### src/rtl/ddr2_ring_controller.sv
// Ring-buffer controller for an MCB port: streams input-buffer bursts into a DDR2 ring
// and reads them back in order into the output buffer.
module ddr2_ring_controller #(
  parameter int BURST_LEN  = 32,
  parameter int RATIO      = 2,
  parameter int BASE_ADDR  = 0,
  parameter int RING_BYTES = 1 << 26,
  parameter int OB_LIMIT   = 440
) (
  input  logic                  clk,
  input  logic                  reset,
  input  logic                  writes_en,
  input  logic                  reads_en,
  input  logic                  calib_done,
  output logic                  ib_re,
  input  logic [32*RATIO-1:0]   ib_data,
  input  logic [8:0]            ib_count,
  input  logic                  ib_valid,
  output logic                  ob_we,
  output logic [32*RATIO-1:0]   ob_data,
  input  logic [8:0]            ob_count,
  input  logic                  p0_cmd_full,
  input  logic                  p0_wr_full,
  input  logic                  p0_rd_empty,
  output logic                  p0_cmd_en,
  output logic [2:0]            p0_cmd_instr,
  output logic [29:0]           p0_cmd_byte_addr,
  output logic [5:0]            p0_cmd_bl_o,
  output logic                  p0_wr_en,
  output logic [31:0]           p0_wr_data,
  output logic [3:0]            p0_wr_mask,
  output logic                  p0_rd_en_o,
  input  logic [31:0]           p0_rd_data,
  output logic [29:0]           fill_bytes,
  output logic                  ring_full
);
  localparam int W = 32 * RATIO;
  localparam logic [29:0] BURST_B = 30'(4 * BURST_LEN);
  localparam logic [29:0] BASE    = 30'(BASE_ADDR);
  localparam logic [29:0] LAST    = 30'(BASE_ADDR + RING_BYTES - 4 * BURST_LEN);
  localparam logic [29:0] FULL_TH = 30'(RING_BYTES - 4 * BURST_LEN);
  localparam logic [8:0]  IB_ENT  = 9'(BURST_LEN / RATIO);
  localparam logic [11:0] OB_ENT  = 12'(BURST_LEN / RATIO);
  localparam logic [11:0] OB_LIM  = 12'(OB_LIMIT);
  localparam logic [2:0]  BEAT_LAST = 3'(RATIO - 1);
  localparam logic [6:0]  WORDS   = 7'(BURST_LEN);

  localparam logic [3:0] S_IDLE = 4'd0, S_WR_POP = 4'd1, S_WR_WAIT = 4'd2, S_WR_PUSH = 4'd3,
                         S_WR_CMD = 4'd4, S_RD_CMD = 4'd5, S_RD_POP = 4'd6, S_RD_CAP = 4'd7,
                         S_RD_PUSH = 4'd8, S_RD_NEXT = 4'd9;

  logic [3:0]   r_state;
  logic         r_prio_wr;
  logic [29:0]  r_wr_ptr, r_rd_ptr, r_fill, r_cmd_addr;
  logic [2:0]   r_cmd_instr, r_beat;
  logic [10:0]  r_rq;
  logic [11:0]  r_ob_used;
  logic [6:0]   r_words;
  logic [W-1:0] r_wbuf, r_rbuf, r_ob_data, w_rd_merge;
  logic         w_wr_elig, w_rd_elig, w_wr_cmd, w_rd_cmd, w_rq_dec;

  function automatic logic [29:0] f_next(input logic [29:0] p);
    return (p == LAST) ? BASE : p + BURST_B;
  endfunction

  assign ring_full  = r_fill > FULL_TH;
  assign w_wr_elig  = calib_done & writes_en & (ib_count >= IB_ENT) & ~ring_full & ~p0_cmd_full;
  assign w_rd_elig  = calib_done & reads_en & (r_fill >= BURST_B) &
                      (r_ob_used + OB_ENT <= OB_LIM) & ~p0_cmd_full;

  assign w_wr_cmd   = (r_state == S_WR_CMD) & ~p0_cmd_full;
  assign w_rd_cmd   = (r_state == S_RD_CMD) & ~p0_cmd_full;
  assign ib_re      = (r_state == S_WR_POP);
  assign p0_wr_en   = (r_state == S_WR_PUSH) & ~p0_wr_full;
  assign p0_rd_en_o = (r_state == S_RD_POP) & ~p0_rd_empty;
  assign p0_cmd_en  = w_wr_cmd | w_rd_cmd;
  assign ob_we      = (r_state == S_RD_PUSH);
  assign w_rq_dec   = ob_we & ((r_rq != 11'd0) | w_rd_cmd);

  assign p0_wr_data       = r_wbuf[31:0];
  assign ob_data          = r_ob_data;
  assign p0_cmd_instr     = r_cmd_instr;
  assign p0_cmd_byte_addr = r_cmd_addr;
  assign p0_cmd_bl_o      = 6'(BURST_LEN - 1);
  assign p0_wr_mask       = 4'd0;
  assign fill_bytes       = r_fill;

  // Word r_beat of the entry being assembled lands in its final lane.
  always_comb begin
    w_rd_merge = r_rbuf;
    w_rd_merge[{r_beat, 5'b0} +: 32] = p0_rd_data;
  end

  always_ff @(posedge clk) begin
    if (reset) begin
      r_fill    <= '0;
      r_rq      <= '0;
      r_ob_used <= '0;
    end else begin
      if (w_wr_cmd)
        r_fill <= r_fill + BURST_B;
      else if (w_rd_cmd && r_fill >= BURST_B)
        r_fill <= r_fill - BURST_B;
      r_rq      <= r_rq + (w_rd_cmd ? OB_ENT[10:0] : 11'd0) - (w_rq_dec ? 11'd1 : 11'd0);
      r_ob_used <= {1'b0, r_rq} + {3'b0, ob_count};
    end
  end

  always_ff @(posedge clk) begin
    if (reset) begin
      r_state     <= S_IDLE;
      r_prio_wr   <= 1'b1;
      r_wr_ptr    <= BASE;
      r_rd_ptr    <= BASE;
      r_cmd_addr  <= '0;
      r_cmd_instr <= '0;
      r_beat      <= '0;
      r_words     <= '0;
      r_wbuf      <= '0;
      r_rbuf      <= '0;
      r_ob_data   <= '0;
    end else begin
      case (r_state)
        S_IDLE: begin
          // Contention goes to whichever side did not win last time.
          if (w_wr_elig && (r_prio_wr || !w_rd_elig)) begin
            r_state   <= S_WR_POP;
            r_prio_wr <= 1'b0;
            r_words   <= '0;
          end else if (w_rd_elig) begin
            r_state     <= S_RD_CMD;
            r_prio_wr   <= 1'b1;
            r_cmd_instr <= 3'b001;
            r_cmd_addr  <= r_rd_ptr;
          end
        end
        S_WR_POP: r_state <= S_WR_WAIT;
        S_WR_WAIT: if (ib_valid) begin
          r_wbuf  <= ib_data;
          r_beat  <= '0;
          r_state <= S_WR_PUSH;
        end
        S_WR_PUSH: if (!p0_wr_full) begin
          r_wbuf  <= r_wbuf >> 32;
          r_beat  <= r_beat + 3'd1;
          r_words <= r_words + 7'd1;
          if (r_beat == BEAT_LAST) begin
            if (r_words == WORDS - 7'd1) begin
              r_state     <= S_WR_CMD;
              r_cmd_instr <= 3'b000;
              r_cmd_addr  <= r_wr_ptr;
            end else
              r_state <= S_WR_POP;
          end
        end
        S_WR_CMD: if (!p0_cmd_full) begin
          r_wr_ptr <= f_next(r_wr_ptr);
          r_state  <= S_IDLE;
        end
        S_RD_CMD: if (!p0_cmd_full) begin
          r_rd_ptr <= f_next(r_rd_ptr);
          r_words  <= '0;
          r_beat   <= '0;
          r_state  <= S_RD_POP;
        end
        S_RD_POP: if (!p0_rd_empty) r_state <= S_RD_CAP;
        S_RD_CAP: begin
          r_rbuf  <= w_rd_merge;
          r_beat  <= r_beat + 3'd1;
          r_words <= r_words + 7'd1;
          if (r_beat == BEAT_LAST) begin
            r_ob_data <= w_rd_merge;
            r_state   <= S_RD_PUSH;
          end else
            r_state <= S_RD_POP;
        end
        S_RD_PUSH: r_state <= S_RD_NEXT;
        S_RD_NEXT: begin
          r_beat  <= '0;
          r_state <= (r_words == WORDS) ? S_IDLE : S_RD_POP;
        end
        default: r_state <= S_IDLE;
      endcase
    end
  end
endmodule

### config.mk
export PLATFORM = sky130hd
export DESIGN_NAME = ddr2_ring_controller
export DESIGN_NICKNAME = d
export VERILOG_FILES = /design/src/rtl/ddr2_ring_controller.sv
export SDC_FILE = /design/constraint.sdc
export NUM_CORES = 1
export LEC_CHECK = 0
export CAP_MARGIN = 25
export CELL_PAD_IN_SITES_DETAIL_PLACEMENT = 1
export CELL_PAD_IN_SITES_GLOBAL_PLACEMENT = 1
export CORE_MARGIN = 3
export CORE_UTILIZATION = 39
export DETAILED_ROUTE_END_ITERATION = 10
export GPL_ROUTABILITY_DRIVEN = 0
export PLACE_DENSITY_LB_ADDON = 0.08
export SLEW_MARGIN = 20
export SYNTH_ARGS = -nofsm -noshare
export SYNTH_HDL_FRONTEND = slang
export SYNTH_SLANG_ARGS = --single-unit
### constraint.sdc
create_clock -name clk -period 4.4 [get_ports clk]
set_input_delay 1.1 -clock clk [delete_from_list [all_inputs] [get_ports clk]]
set_output_delay 1.1 -clock clk [all_outputs]
set_load 0.05 [all_outputs]
==> results of run 1 <==
==> through the flow <==
stage               worst slack, ns  cell area (um2)  util, %  power, mW
global placement             0.3199            18220    46.93      6.126
global route                 0.2395            19540    50.34      9.875
detailed placement           0.1941            18220    46.93      6.191
floorplan                    0.6872            15470        -      5.388
CTS                          0.3457            19510    50.25      9.479
finish                       0.3814            19540    50.34      9.373
==> layout make-up <==
| class | count | share of cell area, % |
|---|---|---|
| well taps | 518 | 3.316 |
| clock buffers | 56 | 5.890 |
| flip-flops and latches | 323 | 33.09 |
| repair buffers | 306 | 15.54 |
| diodes | 2 | 0.02561 |
| clock inverters | 13 | 0.7170 |
| inverters | 41 | 0.7875 |
| multi-input cells | 1339 | 40.64 |
==> flip-flops by register name, summed over array words and instances, names as in the netlist <==
name / flops
fill_bytes: 23
ob_data: 64
p0_cmd_byte_addr: 23
p0_cmd_instr: 1
r_beat: 3
r_ob_used: 12
r_prio_wr: 1
r_rbuf: 64
r_rd_ptr: 23
r_rq: 11
r_state: 4
r_wbuf: 64
r_words: 7
r_wr_ptr: 23
==> where the power goes <==
| part | leakage, nW | switching, mW | internal (mW) | total, mW |
|---|---|---|---|---|
| logic | 3.73 | 1.81 | 1.08 | 2.89 |
| registers | 2.61 | 0.138 | 3.11 | 3.25 |
| clock network | 0.637 | 1.30 | 1.94 | 3.24 |
| total | 6.97 | 3.24 | 6.13 | 9.37 |
==> path summary, 6_finish.rpt <==
kind,slack [ns],to,start,depth (start not counted)
worst max-delay path,0.38,ring_full,fill_bytes[10]$_SDFFE_PP0P_,4
worst min register to register,0.45,r_wbuf[40]$_SDFFE_PP0P_,r_wbuf[40]$_SDFFE_PP0P_,2
worst min-delay path,0.45,r_wbuf[40]$_SDFFE_PP0P_,r_wbuf[40]$_SDFFE_PP0P_,2
worst max register to register,0.98,r_rq[9]$_SDFF_PP0_,r_state[3]$_SDFFE_PP0P_,16
==> routing by layer <==
layer,global-route usage (%),vias to the layer above
li1,-,6794
met1,29.61,6874
met2,36.55,260
met3,4.481,65
met4,5.800,0
met5,0,-
==> worst reg2reg max path, stage by stage, from the launching register on <==
cell       delay [ns]
dfxtp_1          0.30
buf_4            0.20
nand2b_1         0.33
nor3_4           0.24
inv_1            0.11
a31oi_1          0.15
ha_1             0.18
inv_1            0.05
ha_1             0.20
inv_1            0.09
fa_1             0.21
o21bai_1         0.08
a21oi_1          0.23
o21bai_1         0.12
a2111oi_0        0.45
nor2_1           0.10
mux2_2           0.28
==> cells in the final DEF, fill, tap and decap left out, types with 40 or more instances in the layout <==
cell / n
clkbuf_16: 40
a211oi_1: 100
nand3_1: 69
inv_1: 41
dfxtp_1: 323
nor2_1: 248
nand2_1: 250
clkdlybuf4s50_1: 265
and3_1: 74
a21oi_1: 153
==> logic make-up after synthesis <==
logic type                 count (synthesis)  share of synthesized area, %
and+or+nand+nor                          771                         23.44
DFF                                      323                         42.04
adders and majority gates                 37                         3.107
other                                      2                       0.04882
xor gates and xnor gates                  70                         3.986
AOI/OAI and AO/OA                        394                         17.37
buffers and inverters                    229                         7.296
muxes                                     41                         2.709
==> out/qor.yml, run 1 <==
status:
  status: "completed"
timing:
  report.final.setup_viol: 0
  rsz0062_at_grt: "false"
  period_minus_slack_ns: 4.019
  worstMarginPinSlew_ns: 0.9842
  fin_setup_tns_ns: 0
  slew_headroom_pct: 34.38
  clock_skew_ns: 0.02285
  fmax_ghz: 0.2488
  hold_ws_ns: 0.4524
  finalCritPeriodShare_pct: 91.33
  hold_viol: 0
  slew_viol_final: 0
place:
  io_buffers: 267
  placed_cells: 2526
  hpwlAfterDp_mm: 32.69
route:
  drcViolationCount: 0
  drt-total-wl_mm: 47.90
  routed-wl-met3_mm: 2.271
  routed-wl-met2_mm: 22.41
  drt_iter0_drc: 646
  vias: 13990
  vias_per_cell: 5.386
  top_layer: "met4"
  dr.pass1.iters: 4
  ant_nets: 0
  wl_per_cell_um: 18.44
  wl_met1_mm: 22.17
cells_and_area:
  drive_above_1_share_pct: 7.796
  nets: 2210
  multi_input_comb_area_um2: 7943
  fillers: 4540
  area_growth_pct: 27.05
  regArea_um2: 6466
  fin_cells: 2598
critical_path:
  critPathMaxFanout: 11
  start_kind: "register"
  worstPathCellList: "nand4_1 -> or2_0 -> o31ai_1 -> clkdlybuf4s50_1"
  cp-end-kind: "primary output"
  crit_family: "buffers and inverters"
  cp.required_ns: 3.30
  arrival_ns: 2.92
  worst_path_largest_cell_delay_ns: 0.85
  critPathKind: "reg -> out"
  worst_path_max_delay_cell: "clkdlybuf4s50_1"
  worst-path-buf-inv: 1
floorplan:
  die_y_um: 204.6
  die-area_um2: 41860
  chipWidth_um: 204.6
  pin_count: 298
  coreArea_um2: 38830
  rows: 72
  start_util_pct: 39.62
clock_tree:
  post_cts_resized: 0
  htreeDepth: 2
  clkLatencyLatePin_ns: 0.56
  root_buffer: "clkbuf_16"
  clk_path_buf_depth: 3
  post_cts_buffers: 0
  cts_tree: "yes"
  cts_buffers: 39
  hold_buffers: 0
  cts.sinks: 323
  clk_pin_slew_ns: 0.06
pwr:
  p_leak_nw: 6.972
  p_per_area_nw_per_um2: 479.6
  ir_drop_uv: 313.3
grt:
  antenna_found_initial: 2
  grt-ovfl-total: 0
  grt_pass1_wl_mm: 76.24
  grt_max_degree: 92
  grt_pass1_vias: 14230
  groute.usage.overall_pct: 22.15
logic_synthesis:
  netlist_area_um2: 15380
  synth_cells: 1867
  synth_edf_count: 0
  ys_ff_latch: 323
  yosysTopAreaCell: "dfxtp_1"
  ys_warn_count: 0
  synthTopCellsByCount: "dfxtp_1 (323), nand2_1 (251), nor2_1 (251)"
  synth_top_area_share_pct: 42.04
  ys_types: 83
  synthFlopType: "dfxtp_1"
  syn-mean-instance-area_um2: 8.239
  async_reset_ff_share_pct: 0
  ys_seq_area_share_pct: 42.04
  synth.area.top_cells: "dfxtp_1 (42%), nand2_1 (6.1%), nor2_1 (6.1%)"
  yosysMostFrequentCell: "dfxtp_1"
min_path:
  worstHoldPathType: "reg -> reg"
job:
  max_cap_violations: 0
No activity file was read; power rests on OpenSTA's default activity.
==> inputs of run 2 (changes only) <==
Settings changed: CAP_MARGIN 25 to default, TNS_END_PERCENT from default to 30.
==> out/qor.yml, run 2 (synthesis gave the netlist of run 1 again) <==
pwr:
  p_sw_share_pct: 34.58
  internal-power_mw: 6.128
  pwr-share-clk_pct: 34.5
  p_per_area_nw_per_um2: 480.0
  power_mw: 9.368
  pwr-share-seq_pct: 34.7
  combinationalPowerShare_pct: 30.8
  ir_drop_uv: 311.9
  p_leak_nw: 6.960
  switchingPower_mw: 3.240
timing:
  report.final.setup_viol: 0
  clock_skew_ns: 0.02294
  finalWorstSetupSlack_ns: 0.3836
  hold_viol: 0
  slew_viol_final: 0
  finalCritPeriodShare_pct: 91.28
  period_minus_slack_ns: 4.016
  slew_headroom_pct: 29.96
  worstMarginPinSlew_ns: 1.051
  fmax_ghz: 0.2490
  fin_setup_tns_ns: 0
  rsz0062_at_grt: "false"
grt:
  antenna_found_initial: 2
  grt_pass1_wl_mm: 76.24
  grt-ovfl-total: 0
  grt_pass1_vias: 14230
  grt_max_degree: 92
  groute.usage.overall_pct: 22.15
critical_path:
  critPathKind: "reg -> out"
  critPathMaxFanout: 11
  cp-end-kind: "primary output"
  cp.required_ns: 3.30
  start_kind: "register"
  arrival_ns: 2.92
floorplan:
  pin_count: 298
  coreArea_um2: 38830
  die-area_um2: 41860
  die_y_um: 204.6
  rows: 72
  chipWidth_um: 204.6
  start_util_pct: 39.62
clock_tree:
  hold_buffers: 0
  cts_buffers: 39
  root_buffer: "clkbuf_16"
  post_cts_buffers: 0
  htreeDepth: 2
  post_cts_resized: 0
  clkLatencyLatePin_ns: 0.56
  cts.sinks: 323
  clk_pin_slew_ns: 0.06
  clk_path_buf_depth: 3
  cts_tree: "yes"
place:
  io_buffers: 267
  place_ws_ns: 0.1941
  postPlaceCellArea_um2: 18220
  placed_cells: 2526
  hpwlAfterDp_mm: 32.69
cells_and_area:
  area_growth_pct: 26.87
  layout_common_cells: "dfxtp_1 (323), clkdlybuf4s50_1 (265), nand2_1 (250)"
  regArea_um2: 6466
  drive_above_1_share_pct: 7.752
  final_common_cell: "dfxtp_1"
  fillers: 4544
  nets: 2209
  multi_input_comb_area_um2: 7943
  finalInstanceArea_um2: 19520
  fin_cells: 2597
route:
  ant_nets: 0
  drt_iter0_drc: 687
  vias_per_cell: 5.407
  wl_per_cell_um: 18.44
  vias: 14040
  drcViolationCount: 0
  dr.pass1.iters: 4
  drt-total-wl_mm: 47.88
job:
  max_cap_violations: 0
min_path:
  worstHoldPathType: "reg -> reg"
status:
  status: "completed"
-- run 2: final cells by class --
class / instances / area share, %
antenna: 2 / 0.02564
clock buffer: 56 / 5.898
clock inverter: 13 / 0.7180
inverter: 41 / 0.7886
multi-input combinational: 1339 / 40.70
sequential: 323 / 33.13
tap: 518 / 3.321
timing repair buffer: 305 / 15.42
-- run 2: critical path, cell delays in order (launching register included) --
cell and delay (ns):
dfxtp_1 0.52, nand4_1 0.28, or2_0 0.42, o31ai_1 0.30
clkdlybuf4s50_1 0.85
-- run 2: metrics by stage --
stage	utilization [%]	hold slack, ns
6_report	50.26	0.4516
5_1_grt	50.26	0.4676
4_1_cts	50.25	0.4536
3_5_place_dp	46.93	0.4442
3_3_place_gp	46.93	0.4384
2_1_floorplan	-	0.4321
-- run 2: metal layers --
layer / GRT usage, % / vias to the layer above / part of all wire, %
met3: 4.481 / 63 / 4.8
met5: 0 / - / 0
met4: 5.800 / 0 / 2.1
met2: 36.55 / 266 / 47
met1: 29.61 / 6917 / 46
li1: - / 6797 / -
-- run 2: worst paths after layout --
kind,from,to,slack (ns),cells after the start
worst max-delay path,fill_bytes[10]$_SDFFE_PP0P_,ring_full,0.38,4
worst min-delay path,r_wbuf[40]$_SDFFE_PP0P_,r_wbuf[40]$_SDFFE_PP0P_,0.45,2
worst max register to register,r_state[3]$_SDFFE_PP0P_,r_rq[9]$_SDFF_PP0_,0.98,16
worst min register to register,r_wbuf[40]$_SDFFE_PP0P_,r_wbuf[40]$_SDFFE_PP0P_,0.45,2
-- run 2: power by group through the flow --
stage	Clock [mW]	Sequential (mW)	Combinational, mW
6_report	3.24	3.25	2.89
5_1_grt	3.47	3.27	3.13
4_1_cts	3.33	3.25	2.90
3_5_place_dp	0	3.31	2.88
3_3_place_gp	0	3.30	2.82
2_1_floorplan	0	3.33	2.06
